<file path="config.mk">
export PLATFORM = sky130hd
export DESIGN_NAME = dynamic_adder_ctrl_flat
export DESIGN_NICKNAME = d
export VERILOG_FILES = /design/src/rtl/dynamic_adder_ctrl_if.sv /design/src/rtl/dynamic_adder_ctrl.sv /design/src/flat_wrapper.sv
export SDC_FILE = /design/constraint.sdc
export NUM_CORES = 1
export LEC_CHECK = 0
export ABC_CLOCK_PERIOD_IN_PS = 2050
export CAP_MARGIN = 20
export CORE_MARGIN = 2
export CORE_UTILIZATION = 56
export DETAILED_ROUTE_END_ITERATION = 7
export PLACE_DENSITY = 0.83
export SKIP_CTS_REPAIR_TIMING = 1
export SLEW_MARGIN = 10
export SYNTH_ARGS = -nofsm -noshare
export SYNTH_HDL_FRONTEND = slang
export SYNTH_SLANG_ARGS = --single-unit
export TNS_END_PERCENT = 100
</file>
<file path="constraint.sdc">
create_clock -name clk -period 2.05 [get_ports clk]
set_input_delay 0.205 -clock clk [delete_from_list [all_inputs] [get_ports clk]]
set_output_delay 0.205 -clock clk [all_outputs]
set_load 0.03 [all_outputs]
</file>
<file path="src/rtl/dynamic_adder_ctrl_if.sv">
// Handshake and adder-side bus of the dynamic adder controller.
// slave = the controller, master = producer/consumer/adder environment.
interface dynamic_adder_ctrl_if #(
  parameter int N = 16
);
  localparam int CW = $clog2(2*N+3);

  logic          in_valid;
  logic          in_ready;
  logic [N-1:0]  in_a;
  logic [N-1:0]  in_b;
  logic          in_cin;
  logic          out_valid;
  logic          out_ready;
  logic [N:0]    out_sum;
  logic [CW-1:0] out_cycles;
  logic          busy;
  logic [N-1:0]  add_a;
  logic [N-1:0]  add_b;
  logic          add_cin;
  logic [N-1:0]  add_p;
  logic [N-1:0]  add_s;
  logic          add_cout;

  modport slave (
    input  in_valid, in_a, in_b, in_cin, out_ready, add_p, add_s, add_cout,
    output in_ready, out_valid, out_sum, out_cycles, busy, add_a, add_b, add_cin
  );

  modport master (
    output in_valid, in_a, in_b, in_cin, out_ready, add_p, add_s, add_cout,
    input  in_ready, out_valid, out_sum, out_cycles, busy, add_a, add_b, add_cin
  );
endinterface

</file>
<file path="src/rtl/dynamic_adder_ctrl.sv">
// Runs an external ripple-carry adder with a wait sized to its longest carry chain.
// Define STATS_EN to add saturating op_count / wait_total outputs.
module dynamic_adder_ctrl #(
  parameter int N                = 16,
  parameter int DELAYS_PER_CYCLE = 8
) (
  input  logic                clk,
  input  logic                rst_n,
  dynamic_adder_ctrl_if.slave bus
`ifdef STATS_EN
  ,
  output logic [31:0]         op_count,
  output logic [31:0]         wait_total
`endif
);

  localparam int CW = $clog2(2*N+3);

  typedef enum logic [1:0] {IDLE, LAUNCH, WAIT, DONE} state_e;

  state_e        state_q, state_d;
  logic [N-1:0]  add_a_q, add_a_d;
  logic [N-1:0]  add_b_q, add_b_d;
  logic          add_cin_q, add_cin_d;
  logic [CW-1:0] counter_q, counter_d;
  logic [N:0]    out_sum_q, out_sum_d;
  logic [CW-1:0] out_cycles_q, out_cycles_d;
  int            run_len;
  int            longest;
  logic [CW-1:0] launch_w;

  // A run of L propagating bits costs 2*(L+1) gate delays before the carry settles.
  always_comb begin
    run_len = 0;
    longest = 0;
    for (int i = 0; i < N; i++) begin
      if (bus.add_p[i]) run_len = run_len + 1;
      else              run_len = 0;
      if (run_len > longest) longest = run_len;
    end
  end

  assign launch_w = CW'((2*longest + 1 + DELAYS_PER_CYCLE) / DELAYS_PER_CYCLE);

  always_ff @(posedge clk or negedge rst_n) begin
    if (!rst_n) state_q <= IDLE;
    else        state_q <= state_d;
  end

  always_comb begin
    state_d = state_q;
    unique case (state_q)
      IDLE:    if (bus.in_valid) state_d = LAUNCH;
      LAUNCH:  state_d = WAIT;
      WAIT:    if (counter_q == CW'(1)) state_d = DONE;
      DONE:    if (bus.out_ready) state_d = IDLE;
      default: state_d = IDLE;
    endcase
  end

  always_comb begin
    bus.in_ready   = (state_q == IDLE);
    bus.busy       = (state_q != IDLE);
    bus.out_valid  = (state_q == DONE);
    bus.out_sum    = out_sum_q;
    bus.out_cycles = out_cycles_q;
    bus.add_a      = add_a_q;
    bus.add_b      = add_b_q;
    bus.add_cin    = add_cin_q;
  end

  always_comb begin
    add_a_d      = add_a_q;
    add_b_d      = add_b_q;
    add_cin_d    = add_cin_q;
    counter_d    = counter_q;
    out_sum_d    = out_sum_q;
    out_cycles_d = out_cycles_q;
    unique case (state_q)
      IDLE: begin
        if (bus.in_valid) begin
          add_a_d   = bus.in_a;
          add_b_d   = bus.in_b;
          add_cin_d = bus.in_cin;
        end
      end
      LAUNCH: begin
        counter_d    = launch_w;
        out_cycles_d = launch_w;
      end
      WAIT: begin
        counter_d = counter_q - CW'(1);
        if (counter_q == CW'(1)) out_sum_d = {bus.add_cout, bus.add_s};
      end
      default: ;
    endcase
  end

  always_ff @(posedge clk or negedge rst_n) begin
    if (!rst_n) begin
      add_a_q      <= '0;
      add_b_q      <= '0;
      add_cin_q    <= 1'b0;
      counter_q    <= '0;
      out_sum_q    <= '0;
      out_cycles_q <= '0;
    end else begin
      add_a_q      <= add_a_d;
      add_b_q      <= add_b_d;
      add_cin_q    <= add_cin_d;
      counter_q    <= counter_d;
      out_sum_q    <= out_sum_d;
      out_cycles_q <= out_cycles_d;
    end
  end

`ifdef STATS_EN
  logic [31:0] op_count_q, op_count_d;
  logic [31:0] wait_total_q, wait_total_d;
  logic [32:0] wait_sum;

  // Both totals saturate rather than wrap so long runs stay monotonic.
  always_comb begin
    op_count_d   = op_count_q;
    wait_total_d = wait_total_q;
    wait_sum     = {1'b0, wait_total_q} + 33'(out_cycles_q);
    if (state_q == DONE && bus.out_ready) begin
      if (op_count_q != 32'hFFFF_FFFF) op_count_d = op_count_q + 32'd1;
      wait_total_d = wait_sum[32] ? 32'hFFFF_FFFF : wait_sum[31:0];
    end
  end

  always_ff @(posedge clk or negedge rst_n) begin
    if (!rst_n) begin
      op_count_q   <= '0;
      wait_total_q <= '0;
    end else begin
      op_count_q   <= op_count_d;
      wait_total_q <= wait_total_d;
    end
  end

  assign op_count   = op_count_q;
  assign wait_total = wait_total_q;
`endif

endmodule

</file>
<file path="src/flat_wrapper.sv">
// flat-port wrapper written by rule: the top's interface ports become plain ports
module dynamic_adder_ctrl_flat 
#(
  parameter int N                = 16,
  parameter int DELAYS_PER_CYCLE = 8
)
  (clk, rst_n, bus_in_valid, bus_in_a, bus_in_b, bus_in_cin, bus_out_ready, bus_add_p, bus_add_s, bus_add_cout, bus_in_ready, bus_out_valid, bus_out_sum, bus_out_cycles, bus_busy, bus_add_a, bus_add_b, bus_add_cin);
  dynamic_adder_ctrl_if #(.N(N)) bus_i ();
  input  logic clk;
  input  logic rst_n;
  input wire logic [$bits(bus_i.in_valid)-1:0] bus_in_valid;
  input wire logic [$bits(bus_i.in_a)-1:0] bus_in_a;
  input wire logic [$bits(bus_i.in_b)-1:0] bus_in_b;
  input wire logic [$bits(bus_i.in_cin)-1:0] bus_in_cin;
  input wire logic [$bits(bus_i.out_ready)-1:0] bus_out_ready;
  input wire logic [$bits(bus_i.add_p)-1:0] bus_add_p;
  input wire logic [$bits(bus_i.add_s)-1:0] bus_add_s;
  input wire logic [$bits(bus_i.add_cout)-1:0] bus_add_cout;
  output wire logic [$bits(bus_i.in_ready)-1:0] bus_in_ready;
  output wire logic [$bits(bus_i.out_valid)-1:0] bus_out_valid;
  output wire logic [$bits(bus_i.out_sum)-1:0] bus_out_sum;
  output wire logic [$bits(bus_i.out_cycles)-1:0] bus_out_cycles;
  output wire logic [$bits(bus_i.busy)-1:0] bus_busy;
  output wire logic [$bits(bus_i.add_a)-1:0] bus_add_a;
  output wire logic [$bits(bus_i.add_b)-1:0] bus_add_b;
  output wire logic [$bits(bus_i.add_cin)-1:0] bus_add_cin;
  assign bus_i.in_valid = bus_in_valid;
  assign bus_i.in_a = bus_in_a;
  assign bus_i.in_b = bus_in_b;
  assign bus_i.in_cin = bus_in_cin;
  assign bus_i.out_ready = bus_out_ready;
  assign bus_i.add_p = bus_add_p;
  assign bus_i.add_s = bus_add_s;
  assign bus_i.add_cout = bus_add_cout;
  assign bus_in_ready = bus_i.in_ready;
  assign bus_out_valid = bus_i.out_valid;
  assign bus_out_sum = bus_i.out_sum;
  assign bus_out_cycles = bus_i.out_cycles;
  assign bus_busy = bus_i.busy;
  assign bus_add_a = bus_i.add_a;
  assign bus_add_b = bus_i.add_b;
  assign bus_add_cin = bus_i.add_cin;
  dynamic_adder_ctrl #(.N(N), .DELAYS_PER_CYCLE(DELAYS_PER_CYCLE)) u_core (.clk(clk), .rst_n(rst_n), .bus(bus_i));
endmodule
</file>
==> results of run 1 <==
## cells by family after synthesis
| logic type | after synthesis | synth area share, % |
|---|---|---|
| AND/OR/NAND/NOR | 313 | 20.2 |
| AO/OA/AOI/OAI | 267 | 24.5 |
| adder cells (fa/ha/maj) | 118 | 19.0 |
| buffers and inverters | 73 | 3.75 |
| multiplexers | 69 | 10.1 |
| flip-flops | 64 | 20.7 |
| XOR/XNOR | 16 | 1.81 |
| other | 2 | 0.0970 |
## metal layers
| layer | GRT overflow | GRT usage, % |
|---|---|---|
| met1 | 8 | 81.7 |
| met4 | 247 | 109 |
| met2 | 624 | 119 |
| met5 | 0 | 33.3 |
| met3 | 8 | 70.2 |
## stage by stage
| stage | hold slack (ns) | setup TNS, ns | std cells | area (µm²) |
|---|---|---|---|---|
| floorplan | -0.0906 | -110.66 | 1035 | 8600 |
| global placement | 0.225 | -116.15 | 1557 | 11800 |
| detailed placement | 0.233 | -123.01 | 1557 | 11800 |
| CTS | -0.122 | -126.13 | 1573 | 12100 |
==> flow_metrics.tcl, run 1 <==
set metrics [dict create \
    status "aborted with a tool error" \
    lastStage "global routing" \
    firstError "[ERROR GRT-0232] Routing congestion too high. Check the congestion heatmap in the GUI." \
    yosysWarnings 0 \
    syn_area_um2 7740 \
    grt-worst-endpoint "u_core.counter_q[1]$_DFFE_PN0P_/D" \
    overflow 887 \
    grt_use_total_pct 92.1 \
    floorplan.rows 42 \
    ys_seq_elements 64 \
    cts_buffers 9 \
    synth_cells 922 \
    gp_congestion 0.960 \
    port_buffers 128 \
    place_ws_ns -20.61 \
    root_buffer "clkbuf_16" \
    synth.most_common_cell "ha_1" \
    avgSynthCellArea_um2 8.39 \
    ios 129 \
    cts.sinks 64 \
    postSynth.asyncResetShare_pct 100 \
    synth.cells.most_frequent "ha_1 (114), nand2_1 (84), a21oi_1 (65)" \
    synth_cell_type_count 88 \
    synth_area_leader_cell "dfrtp_1" \
    die_w_um 122 \
    yosys_most_used_dff "dfrtp_1" \
    yosysTopAreaCellShare_pct 20.7 \
    worst_path_end_type "register data pin" \
    clockBufferDepth 2 \
    grt_start_max_net_pins 41 \
    synth_area_leaders "dfrtp_1 (21%), ha_1 (18%), mux2_2 (9.0%)" \
    yosysSeqAreaShare_pct 20.7 \
    dp_hpwl_um 23100 \
    ctsHtreeMaxLevel 3 \
    start_util_pct 58.0 \
    synth-edff-count 0 \
    fp.dieH_um 122 \
]
==> run 2, diff against run 1 <==
CORE_UTILIZATION = 40   (was 56)
PLACE_DENSITY = unset   (was 0.83)
PLACE_DENSITY_LB_ADDON = 0.15   (was unset)
==> run 2 against run 1 <==
  * The flow now finishes, with violations (setup timing)
  * Area after synthesis stayed put
  * Synthesized cell count stayed put
==> flow_metrics.tcl, run 2 <==
set metrics [dict create \
    floorplan.rows 50 \
    final_cell_mix "buf_4 (288), clkdlybuf4s50_1 (122), conb_1 (115)" \
    design.core.area_um2 18800 \
    port_buffers 128 \
    overflow 0 \
    ctsHtreeMaxLevel 3 \
    finalSetupViolCount 6 \
    grt_pass1_vias 8479 \
    power_density_nw_per_um2 859 \
    setup_slack_ns -19.01 \
    cp_slowest_cell "or3_4" \
    start_util_pct 41.1 \
    fp.dieH_um 143 \
    ios 129 \
    path_common_cell "ha_4" \
    drt-pass1-iter-count 5 \
    nets 1629 \
    avgSynthCellArea_um2 8.39 \
    synth-edff-count 0 \
    die-area_um2 20500 \
    drt_iter0_drc 280 \
    cts_buffers 9 \
    p_total_mw 11.1 \
    diodes 0 \
    maxSlewViolCount 0 \
    yosys_most_used_dff "dfrtp_1" \
    hold_violations 0 \
    clk_pin_slew_ns 0.06 \
    grt_pass1_wl_um 37900 \
    cp-end-kind "register" \
    rsz0062_at_grt "true" \
    drive_gt1_share_pct 35.1 \
    synth_area_leaders "dfrtp_1 (21%), ha_1 (18%), mux2_2 (9.0%)" \
    grt_antenna_before_repair 0 \
    yosysWarnings 0 \
    yosysTopAreaCellShare_pct 20.7 \
    num_vias 8612 \
    synth_area_leader_cell "dfrtp_1" \
    yosysSeqAreaShare_pct 20.7 \
    tightest_slew_ns 0.618 \
    postSynth.asyncResetShare_pct 100 \
    synth.cells.most_frequent "ha_1 (114), nand2_1 (84), a21oi_1 (65)" \
    insertion_delay_ns 0.33 \
    crit_fanout 6 \
    dp_hpwl_um 19100 \
    clockBufferDepth 2 \
    wl_per_cell_um 13.6 \
    synth_cells 922 \
    layout_min_cycle_time_ns 21.06 \
    totalWireLength_um 23200 \
    ant_nets 0 \
    die_w_um 143 \
    synth.most_common_cell "ha_1" \
    drc 0 \
    cpPeakStageDelay_ns 0.37 \
    final_common_cell "buf_4" \
    ir_drop_mv 0.440 \
    fin_area_um2 12900 \
    finClkSkew_ns 0.00735 \
    grt_use_total_pct 22.1 \
    violations "setup timing" \
    syn_to_final_growth_pct 67.3 \
    gp_congestion 0.890 \
    synth_cell_type_count 88 \
    required_ns 2.26 \
    relSlewSlack_pct 58.3 \
    p_leak_nw 6.24 \
    ys_seq_elements 64 \
    whs_ns 0.377 \
    path_class "primary input to register" \
    vias_per_cell 5.04 \
    hold_path.class "primary input to async pin" \
    maxCapViolations 0 \
    worstPathArrival_ns 21.27 \
    timing.final.crit_share_pct 1030 \
    cts_tree "yes" \
    max_freq_ghz 0.0475 \
    syn_area_um2 7740 \
    start_kind "primary input" \
    placed_area_um2 12200 \
    largest_reg_flops 17 \
    root_buffer "clkbuf_16" \
    status "finished, violations left" \
    grt_start_max_net_pins 44 \
    cts.sinks 64 \
]
run 2: cells by family after synthesis:
logic type               count (synthesis)  synth area share (%)
adder cells (fa/ha/maj)                118                  19.0
other                                    2                0.0970
flip-flops                              64                  20.7
AO/OA/AOI/OAI                          267                  24.5
multiplexers                            69                  10.1
XOR/XNOR                                16                  1.81
buffers and inverters                   73                  3.75
AND/OR/NAND/NOR                        313                  20.2
run 2: critical path, delay by kind of cell:
family | cells | cell delay [ns]
AOI/OAI and AO/OA | 54 | 8.57
adders and majority gates | 19 | 4.37
buffers and inverters | 8 | 0.79
muxes | 8 | 2.36
and+or+nand+nor | 38 | 4.95
run 2: per-layer routing:
| metal | track usage, % | wire, µm |
|---|---|---|
| met2 | 40.0 | 11600 |
| met1 | 27.5 | 10300 |
| met4 | 5.58 | 357 |
| met3 | 3.15 | 1010 |
| met5 | 0 | 0 |
run 2: path summary, 6_finish.rpt:
| path | cells past startpoint | start | slack [ns] | to |
|---|---|---|---|---|
| max | 127 | bus_add_p[0] | -19.01 | u_core.bus.out_cycles[1] |
| min | 2 | rst_n | 0.38 | u_core.bus.add_a[11] |
| max reg2reg | 6 | u_core.state_q[0] | 0.37 | u_core.state_q[0] |
| min reg2reg | 1 | u_core.bus.add_a[2] | 0.50 | u_core.bus.add_a[2] |
| max in group asynchronous | 3 | rst_n | 1.06 | u_core.counter_q[4] |
| min in group clk | 2 | bus_add_s[9] | 0.49 | u_core.bus.out_sum[9] |
run 2: stage by stage:
step           cells  TNS [ns]  utilization [%]  worst slack (ns)
3_5_place_dp    1674   -120.07             64.7            -20.13
2_1_floorplan   1035   -110.66                -            -18.62
4_1_cts         1689   -118.35             66.2            -19.84
6_report        1709   -113.58             68.8            -19.01
3_3_place_gp    1674   -117.32             64.7            -19.67
5_1_grt         1709   -120.20             68.8            -20.11
run 2: power breakdown:
group / total (mW) / leakage (nW) / internal [mW] / switching, mW
Combinational: 7.44 / 5.34 / 3.67 / 3.77
Sequential: 2.22 / 0.766 / 1.89 / 0.328
Clock: 1.46 / 0.141 / 0.928 / 0.535
Total: 11.1 / 6.24 / 6.49 / 4.63
run 2: final cells by class:
| cell class | count | area (µm²) |
|---|---|---|
| multi-input cells | 898 | 7010 |
| fillers | 1559 | 5880 |
| repair buffers | 420 | 3510 |
| flip-flops and latches | 64 | 1600 |
| well taps | 260 | 325 |
| clock buffers | 9 | 225 |
| inverters | 52 | 206 |
| clock inverters | 6 | 61.3 |
No activity file was read; power rests on OpenSTA's default activity.
